===== config.mk =====
export PLATFORM = sky130hd
export DESIGN_NAME = reg_bank_bus
export DESIGN_NICKNAME = d
export VERILOG_FILES = /design/src/rtl/cpu_bus_pkg.sv /design/src/rtl/mdr_read_ctrl.sv /design/src/rtl/reg_bank_bus.sv
export SDC_FILE = /design/constraint.sdc
export NUM_CORES = 2
export LEC_CHECK = 0
export CAP_MARGIN = 10
export CORE_MARGIN = 5
export CORE_UTILIZATION = 60
export DETAILED_ROUTE_END_ITERATION = 8
export PLACE_DENSITY = 0.81
export SYNTH_ARGS = -nofsm -noshare
export SYNTH_HDL_FRONTEND = slang
export SYNTH_HIERARCHICAL = 1
export SYNTH_SLANG_ARGS = --single-unit

===== constraint.sdc =====
create_clock -name clk -period 24.4 [get_ports clk]
set_input_delay 4.88 -clock clk [delete_from_list [all_inputs] [get_ports clk]]
set_output_delay 4.88 -clock clk [all_outputs]
set_load 0.01 [all_outputs]

===== src/rtl/cpu_bus_pkg.sv =====
// Shared definitions for the register-bank bus: source slot numbering,
// read controller state encoding and a population-count helper.
package cpu_bus_pkg;

  // Bit positions in the flattened bus-source vector, highest priority first.
  localparam int SRC_C      = 0;
  localparam int SRC_INPORT = 1;
  localparam int SRC_MDR    = 2;
  localparam int SRC_REG0   = 3;
  localparam int MAX_SRCS   = 64;

  typedef enum logic {
    IDLE = 1'b0,
    REQ  = 1'b1
  } rd_state_t;

  function automatic logic [31:0] count_ones(input logic [MAX_SRCS-1:0] v);
    logic [31:0] n;
    n = '0;
    for (int i = 0; i < MAX_SRCS; i++) begin
      n = n + 32'(v[i]);
    end
    return n;
  endfunction

endpackage


===== src/rtl/mdr_read_ctrl.sv =====
// Memory read sequencer for the MDR: request/acknowledge handshake with a
// bounded wait, address latch and sticky timeout flag.
//
// state | meaning
// IDLE  | no read outstanding; mem_read latches MAR and starts a request
// REQ   | mem_req held high; waits for mem_ack or timer terminal count
module mdr_read_ctrl
  import cpu_bus_pkg::*;
#(
  parameter int WIDTH   = 32,
  parameter int TIMEOUT = 15
) (
  input  logic             clk,
  input  logic             clr,
  input  logic             mem_read,
  input  logic [WIDTH-1:0] mar,
  input  logic             mem_ack,
  input  logic [WIDTH-1:0] mem_rdata,
  output logic             mem_req,
  output logic             mdr_busy,
  output logic             mem_err,
  output logic [WIDTH-1:0] mem_addr,
  output logic             mdr_load,
  output logic [WIDTH-1:0] mdr_data
);

  // Down-counter reaches zero on the TIMEOUT-th edge spent in REQ.
  localparam logic [7:0] TC_LOAD = 8'(TIMEOUT - 1);

  rd_state_t  state;
  logic [7:0] timer;

  always_ff @(posedge clk or posedge clr) begin
    if (clr) begin
      state    <= IDLE;
      timer    <= '0;
      mem_addr <= '0;
      mem_req  <= 1'b0;
      mdr_busy <= 1'b0;
      mem_err  <= 1'b0;
    end else begin
      case (state)
        IDLE: begin
          if (mem_read) begin
            state    <= REQ;
            mem_addr <= mar;
            timer    <= TC_LOAD;
            mem_req  <= 1'b1;
            mdr_busy <= 1'b1;
          end
        end
        REQ: begin
          // Ack is tested first so it beats a coincident expiry.
          if (mem_ack) begin
            state    <= IDLE;
            mem_req  <= 1'b0;
            mdr_busy <= 1'b0;
          end else if (timer == 8'd0) begin
            state    <= IDLE;
            mem_req  <= 1'b0;
            mdr_busy <= 1'b0;
            mem_err  <= 1'b1;
          end else begin
            timer <= timer - 8'd1;
          end
        end
        default: begin
          state    <= IDLE;
          mem_req  <= 1'b0;
          mdr_busy <= 1'b0;
        end
      endcase
    end
  end

  assign mdr_load = (state == REQ) && mem_ack;
  assign mdr_data = mem_rdata;

endmodule


===== src/rtl/reg_bank_bus.sv =====
// General-register bank around a single shared bus with MAR and MDR; the MDR
// can also be filled from memory through mdr_read_ctrl.
module reg_bank_bus
  import cpu_bus_pkg::*;
#(
  parameter int WIDTH   = 32,
  parameter int NREGS   = 16,
  parameter int R0_ZERO = 0,
  parameter int TIMEOUT = 15
) (
  input  logic             clk,
  input  logic             clr,
  input  logic [NREGS-1:0] reg_in,
  input  logic [NREGS-1:0] reg_out,
  input  logic             mar_in,
  input  logic             mdr_in,
  input  logic             mdr_out,
  input  logic             inport_out,
  input  logic             c_out,
  input  logic [WIDTH-1:0] inport_data,
  input  logic [WIDTH-1:0] c_sign_extend,
  input  logic             mem_read,
  output logic             mem_req,
  output logic [WIDTH-1:0] mem_addr,
  input  logic             mem_ack,
  input  logic [WIDTH-1:0] mem_rdata,
  output logic             mdr_busy,
  output logic             mem_err,
  output logic [WIDTH-1:0] bus,
  output logic             bus_err
);

  logic [WIDTH-1:0]    regs [NREGS];
  logic [WIDTH-1:0]    mar;
  logic [WIDTH-1:0]    mdr;
  logic [WIDTH-1:0]    bus_c;
  logic [MAX_SRCS-1:0] src;
  logic                mdr_load;
  logic [WIDTH-1:0]    mdr_data;

  for (genvar i = 0; i < NREGS; i++) begin : g_reg
    // A hardwired-zero R0 keeps its flop but never accepts a write.
    localparam bit WR_EN = !(i == 0 && R0_ZERO != 0);
    logic [WIDTH-1:0] q;

    always_ff @(posedge clk or posedge clr) begin
      if (clr) begin
        q <= '0;
      end else if (reg_in[i] && WR_EN) begin
        q <= bus_c;
      end
    end

    assign regs[i] = q;
  end

  always_comb begin
    src              = '0;
    src[SRC_C]       = c_out;
    src[SRC_INPORT]  = inport_out;
    src[SRC_MDR]     = mdr_out;
    for (int i = 0; i < NREGS; i++) begin
      src[SRC_REG0 + i] = reg_out[i];
    end
  end

  // Walk from lowest priority to highest so the last match wins.
  always_comb begin
    bus_c = '0;
    for (int i = NREGS - 1; i >= 0; i--) begin
      if (reg_out[i]) bus_c = regs[i];
    end
    if (mdr_out)    bus_c = mdr;
    if (inport_out) bus_c = inport_data;
    if (c_out)      bus_c = c_sign_extend;
  end

  assign bus = bus_c;

  always_ff @(posedge clk or posedge clr) begin
    if (clr) begin
      bus_err <= 1'b0;
    end else if (count_ones(src) > 32'd1) begin
      bus_err <= 1'b1;
    end
  end

  always_ff @(posedge clk or posedge clr) begin
    if (clr) begin
      mar <= '0;
    end else if (mar_in) begin
      mar <= bus_c;
    end
  end

  // Memory data owns the MDR while a read is outstanding.
  always_ff @(posedge clk or posedge clr) begin
    if (clr) begin
      mdr <= '0;
    end else if (mdr_load) begin
      mdr <= mdr_data;
    end else if (mdr_in && !mdr_busy) begin
      mdr <= bus_c;
    end
  end

  mdr_read_ctrl #(
    .WIDTH  (WIDTH),
    .TIMEOUT(TIMEOUT)
  ) u_rd_ctrl (
    .clk      (clk),
    .clr      (clr),
    .mem_read (mem_read),
    .mar      (mar),
    .mem_ack  (mem_ack),
    .mem_rdata(mem_rdata),
    .mem_req  (mem_req),
    .mdr_busy (mdr_busy),
    .mem_err  (mem_err),
    .mem_addr (mem_addr),
    .mdr_load (mdr_load),
    .mdr_data (mdr_data)
  );

endmodule


Yosys cells after proc, flatten, opt, wreduce, memory -nomap -nowiden
Cells that the tools add are included.
- register bits after elaboration: 620
- input bits: 137
- output and inout bits: 68
- logic and storage cells: 92
- $add $sub $neg: 19
- magnitude comparators: 1
- eq/ne operators: 4
- mux-type cells: 33
- bitwise logic cells: 2
- reductions and logical operators: 9
- operators by type and width (operator ; count):
    2-to-1 mux 32 bit ; 21
    2-to-1 mux 8 bit ; 3
    adder 18 x 1 -> 19 bit ; 1
    greater-than comparator 19 x 1 -> 1 bit, second input constant ; 1
    adder 17 x 1 -> 18 bit ; 1
    adder 16 x 1 -> 17 bit ; 1
    adder 15 x 1 -> 16 bit ; 1
    case mux 8 bit (2 select lines) ; 1
    adder 14 x 1 -> 15 bit ; 1
    adder 13 x 1 -> 14 bit ; 1
    adder 12 x 1 -> 13 bit ; 1
    adder 11 x 1 -> 12 bit ; 1
    adder 10 x 1 -> 11 bit ; 1
    adder 9 x 1 -> 10 bit ; 1
    adder 8 x 1 -> 9 bit ; 1
    adder 7 x 1 -> 8 bit ; 1
    zero test 8 bit ; 1
    subtractor 8 x 1 -> 8 bit, second input constant ; 1
    adder 6 x 1 -> 7 bit ; 1
    adder 5 x 1 -> 6 bit ; 1
    2-to-1 mux 1 bit ; 6
    != test 2 bit, second input constant ; 3
    AND reduction 3 bit ; 2
    adder 4 x 1 -> 5 bit ; 1
    other kinds (10) ; 14

Longest topological paths before layout
- word-level depth: 21
- depth in mapped cells: 16
- gate-level depth less buffers: 15

Hierarchy
The synthesis kept the hierarchy.
- modules (own cells, without submodules) (module ; instances ; cells each ; area an instance (µm²)):
    reg_bank_bus ; 1 ; 3064 ; 28488.6
    mdr_read_ctrl ; 1 ; 224 ; 1998.2

Worst setup path after synthesis
Ideal clock, no wire load.
- kind: in2out
- from: input port reg_out[12]
- to: output port bus[3]
- arrival time: 6618 ps
- required time: 19520 ps
- path slack: 12902 ps
- cell stages on the path: 10
- cells stage by stage: buf_6 > or2_1 > buf_6 > buf_6 > buf_8 > a221oi_4 > o221ai_2 > a311oi_4 > buf_6 > inv_1
- longest elaborated chain between the ends: 16
- ends and longest elaborated chain (item ; RTL line ; RTL):
    from (decl) ; reg_bank_bus.sv:14 ; input logic [NREGS-1:0] reg_out,
    2-to-1 mux 32 bit (13 in a row) ; reg_bank_bus.sv:71 ; if (reg_out[i]) bus_c = regs[i];
    2-to-1 mux 32 bit ; reg_bank_bus.sv:73 ; if (mdr_out) bus_c = mdr;
    2-to-1 mux 32 bit ; reg_bank_bus.sv:74 ; if (inport_out) bus_c = inport_data;
    2-to-1 mux 32 bit ; reg_bank_bus.sv:75 ; if (c_out) bus_c = c_sign_extend;
    to (decl) ; reg_bank_bus.sv:29 ; output logic [WIDTH-1:0] bus,
No other way between the ends.

Worst setup path after layout
- from: input port reg_out[8]
- to: output port bus[22]
- longest elaborated chain between the ends: 12
- ends and longest elaborated chain (item ; RTL line):
    2-to-1 mux 32 bit (9 in a row) ; reg_bank_bus.sv:71
    2-to-1 mux 32 bit ; reg_bank_bus.sv:73
    2-to-1 mux 32 bit ; reg_bank_bus.sv:74
    2-to-1 mux 32 bit ; reg_bank_bus.sv:75
No other way between the ends.

==> results.txt <==
- The run finished with clean final reports.
- For this run, the leading register cell type out of synthesis is sky130_fd_sc_hd__dfrtp_1.
- Maximum number of buffers from clock root to sink: 3
* IO Pins: 205
- I/O Buffers: 204
- The finished cells cover 34500 sq um.
- Resized Gates After CTS: 0
- Of the available clock period, the critical path in the final layout requires 56.3%.
* Number of instances on the worst hold path: 2
* Relative slew slack: 13.1%
- The worst setup path is of the primary input to output port kind.
- In the synthesized netlist the async set-or-reset flop fraction comes to 100%.
- Hold timing on the final database bottoms out at a slack of 0.466 ns.
- The worst register-to-register path begins at u_rd_ctrl/state$_DFF_PP0_.
- Number of setup buffers added after CTS: 0
- Timing analysis after detailed placement gives a worst setup slack of 10.81 ns.
- Maximum resistive drop on vdd: 0.0543 mV
- The endpoint identified for the worst register-to-register timing path is mdr[2]$_DFFE_PP0P_.
* Internal reg-to-reg setup slack: 21.82 ns
- For the final routed database, the setup TNS stands at 0 ns.
- Arrival time of the worst setup path: 8.87 ns
- Entering global routing, the biggest net connects 190 pins.
- The worst setup path is launched from a primary input.
- In the final routed layout, each cell accounts on average for 27.4 um.
* Via count of the first global-routing pass: 27411
- The first global-routing pass estimated 165 mm of wire.
* Hold/Removal Path Class: flop to flop
- Of all nets on the critical path, the largest fanout is 18.
- In the final layout, flip-flops and latches occupy 15500 sq um.
- Yosys Warn Count: 6
- Maximum clock frequency: 72.7 MHz
- Number of cells after detailed placement: 3914
- The worst path in the final design needs a cycle of 13.75 ns, including I/O delays and setup.
- Number of antenna violations at the first check in global routing: 2
- After global routing the overflow that remains totals 0.
- Setup repair after global routing left no endpoint under its margin.
* Post-DR vias/cell: 6.82
- The number of cells on the worst reg-to-reg path is 6.
* Die height: 235 um
* Post-synth EDFFs: 0
* Transition time at the pin with the least slew margin: 1.30 ns
* H-Tree Depth: 3
- Count of final hold-check violations: 0
* Setup skew after layout: 0.0333 ns
- The die is 235 um wide.
- For this run, design rule violations remaining after detail routing come to 0.
- Clock tree from TritonCTS: yes
- In this run, post-CTS hold repair placed 0 buffers.
* Via count: 27493
- Synth Area per Inst: 9.27 sq um
* All-Layer GR Usage: 38.5%
- The post-route netlist has 10.1% of its cells at a drive strength greater than 1.
- The number of slew-limit violations in the final report is 0.
- Clock tree synthesis selected as its root buffer the cell sky130_fd_sc_hd__clkbuf_16.
- Detail Placement HPWL: 64.6 mm
- Register area share after synthesis: 50.9%
- Counting the fill cells in the layout gives 3773.
- Finished Layout Cells: 4031
- Area of the die: 55400 sq um
- The tool flagged a number of max-cap violations equal to 0.
- Power density over the cells: 84.0 nW/um^2
* Syn-to-layout area delta: 13.1%
- For the worst setup path, the data required time is 19.52 ns.
- Clock Latency Late Sink: 0.61 ns
- The floorplan has 82 rows.
- Nature of the critical path endpoint: output port
* Synthesized net count: 3447
- Total Routed Length: 110 mm
- Setup violators final: 0
- Leakage power figure: 14.1 nW
- The path with the worst hold slack has its endpoint at u_rd_ctrl/mem_addr[25]$_DFFE_PP0P_.
- Crit path setup slack, layout: 10.65 ns
* Cell Area, Placed: 32300 sq um
* Mapped Area: 30500 sq um
* FF+latch count, synth: 620
* Number of antenna repair diodes: 0
- The core region is 50200 sq um.
- First drt pass iteration count: 6
- Initial Utilization: 60.8%
* Number of routed nets with antenna violations: 0
- Iteration-0 DRC count of the detailed router: 3913
* Clock transition at path regs: 0.06 ns
* Total number of nets in the final design: 3471
* Final weighted congestion in routability-driven placement: 0.920
* Number of buffers created by CTS: 68
- Summing all multi-input logic gate instances after layout gives 13000 sq um.
* Gate count after technology mapping: 3288
- In this run the most critical hold path is launched from mar[25]$_DFFE_PP0P_.
* Number of different library cells in the post-synthesis netlist: 86
- For this design, the sink count on the clock tree is 620.
[report_power, final]
group | internal (W) | switching (W) | leakage (nW) | total (W)
Clock | 0.000606 | 0.000427 | 1.07 | 0.00103
Sequential | 0.00119 | 0.000102 | 6.94 | 0.00129
Combinational | 0.000221 | 0.000356 | 6.10 | 0.000577
Total | 0.00201 | 0.000885 | 14.1 | 0.00290
[synth_stat cells, drive strengths merged, types with 51 or more instances]
master	n	area, sq um
dfrtp	620	15500
clkbuf	200	751
o221ai	56	497
inv	115	432
o22ai	53	332
o21ai	120	601
nand2b	87	544
buf	125	797
mux2	51	574
a21oi	480	2420
nor2	465	1830
o22a	57	499
nand2	336	1260
[metal layers]
metal  wire, um  GRT usage [%]  part of all wire (%)
met2      46100           55.4                    42
met5         13              0                 0.012
met1      38600           49.6                    35
met3      17800           16.4                    16
met4       7820           21.1                   7.1
[placed cells by master, fill, tap and decap left out, drive strengths merged, types with 16 or more instances in the layout]
cell	count
dfrtp	620
a21oi	480
nor2	465
nand2	336
clkdlybuf4s50	178
o21ai	120
inv	116
buf	101
clkbuf	99
nand2b	87
o22a	57
o221ai	56
o22ai	53
mux2	51
nor3	48
a211oi	41
a221oi	40
nor2b	36
nand3b	29
a221o	26
o21bai	22
o31a	17
a22oi	17
clkinv	16
[state kept, by name (all words and copies together), names as in the netlist]
signal	cells
mdr	32
u_rd_ctrl/mem_err	1
g.q	512
bus_err	1
u_rd_ctrl/mdr_busy	1
u_rd_ctrl/mem_addr	32
u_rd_ctrl/state	1
u_rd_ctrl/timer	8
mar	32
[worst max path at each step]
stage / end / startpoint / depth (start not counted)
CTS: bus[22] / reg_out[8] / 9
global placement: bus[22] / reg_out[8] / 9
floorplan: bus_err$_DFFE_PP0N_ / clr / 1
detailed placement: bus[22] / reg_out[8] / 9
global route: bus[16] / reg_out[12] / 9
finish: bus[22] / reg_out[8] / 9
[cells by family (layout without fill, tap and decap cells)]
group	Yosys count	count (layout)	share of synthesized area, %
xor gates and xnor gates	1	1	0.0287
buffers and inverters	445	516	6.55
AOI/OAI and AO/OA	1052	1052	23.0
DFF	620	620	50.9
adders and majority gates	22	22	1.22
muxes	53	53	1.95
and+or+nand+nor	1095	1095	16.3
[final cells by class]
class / instances / area share [%]
Sequential cell: 620 / 45.0
Multi-Input combinational cell: 2223 / 37.7
Timing Repair Buffer: 279 / 7.22
Clock buffer: 99 / 5.65
Tap cell: 672 / 2.44
Inverter: 120 / 1.33
Clock inverter: 18 / 0.653
[critical path, stage by stage]
cell and delay (ns):
sky130_fd_sc_hd__clkdlybuf4s50_1 0.48, sky130_fd_sc_hd__buf_4 0.26, sky130_fd_sc_hd__clkinv_1 0.96, sky130_fd_sc_hd__o311a_1 0.71, sky130_fd_sc_hd__a21oi_1 0.15, sky130_fd_sc_hd__a2111oi_2 0.10, sky130_fd_sc_hd__nor2_2 0.70, sky130_fd_sc_hd__inv_1 0.10
sky130_fd_sc_hd__clkdlybuf4s50_1 0.51
[stage by stage]
stage	total power, W	util, %
2_1_floorplan	0.00164	-
3_3_place_gp	0.00182	64.4
3_5_place_dp	0.00186	64.4
4_1_cts	0.00288	68.7
5_1_grt	0.00300	68.7
6_report	0.00290	68.7
Power figures use the tool's default switching activity.
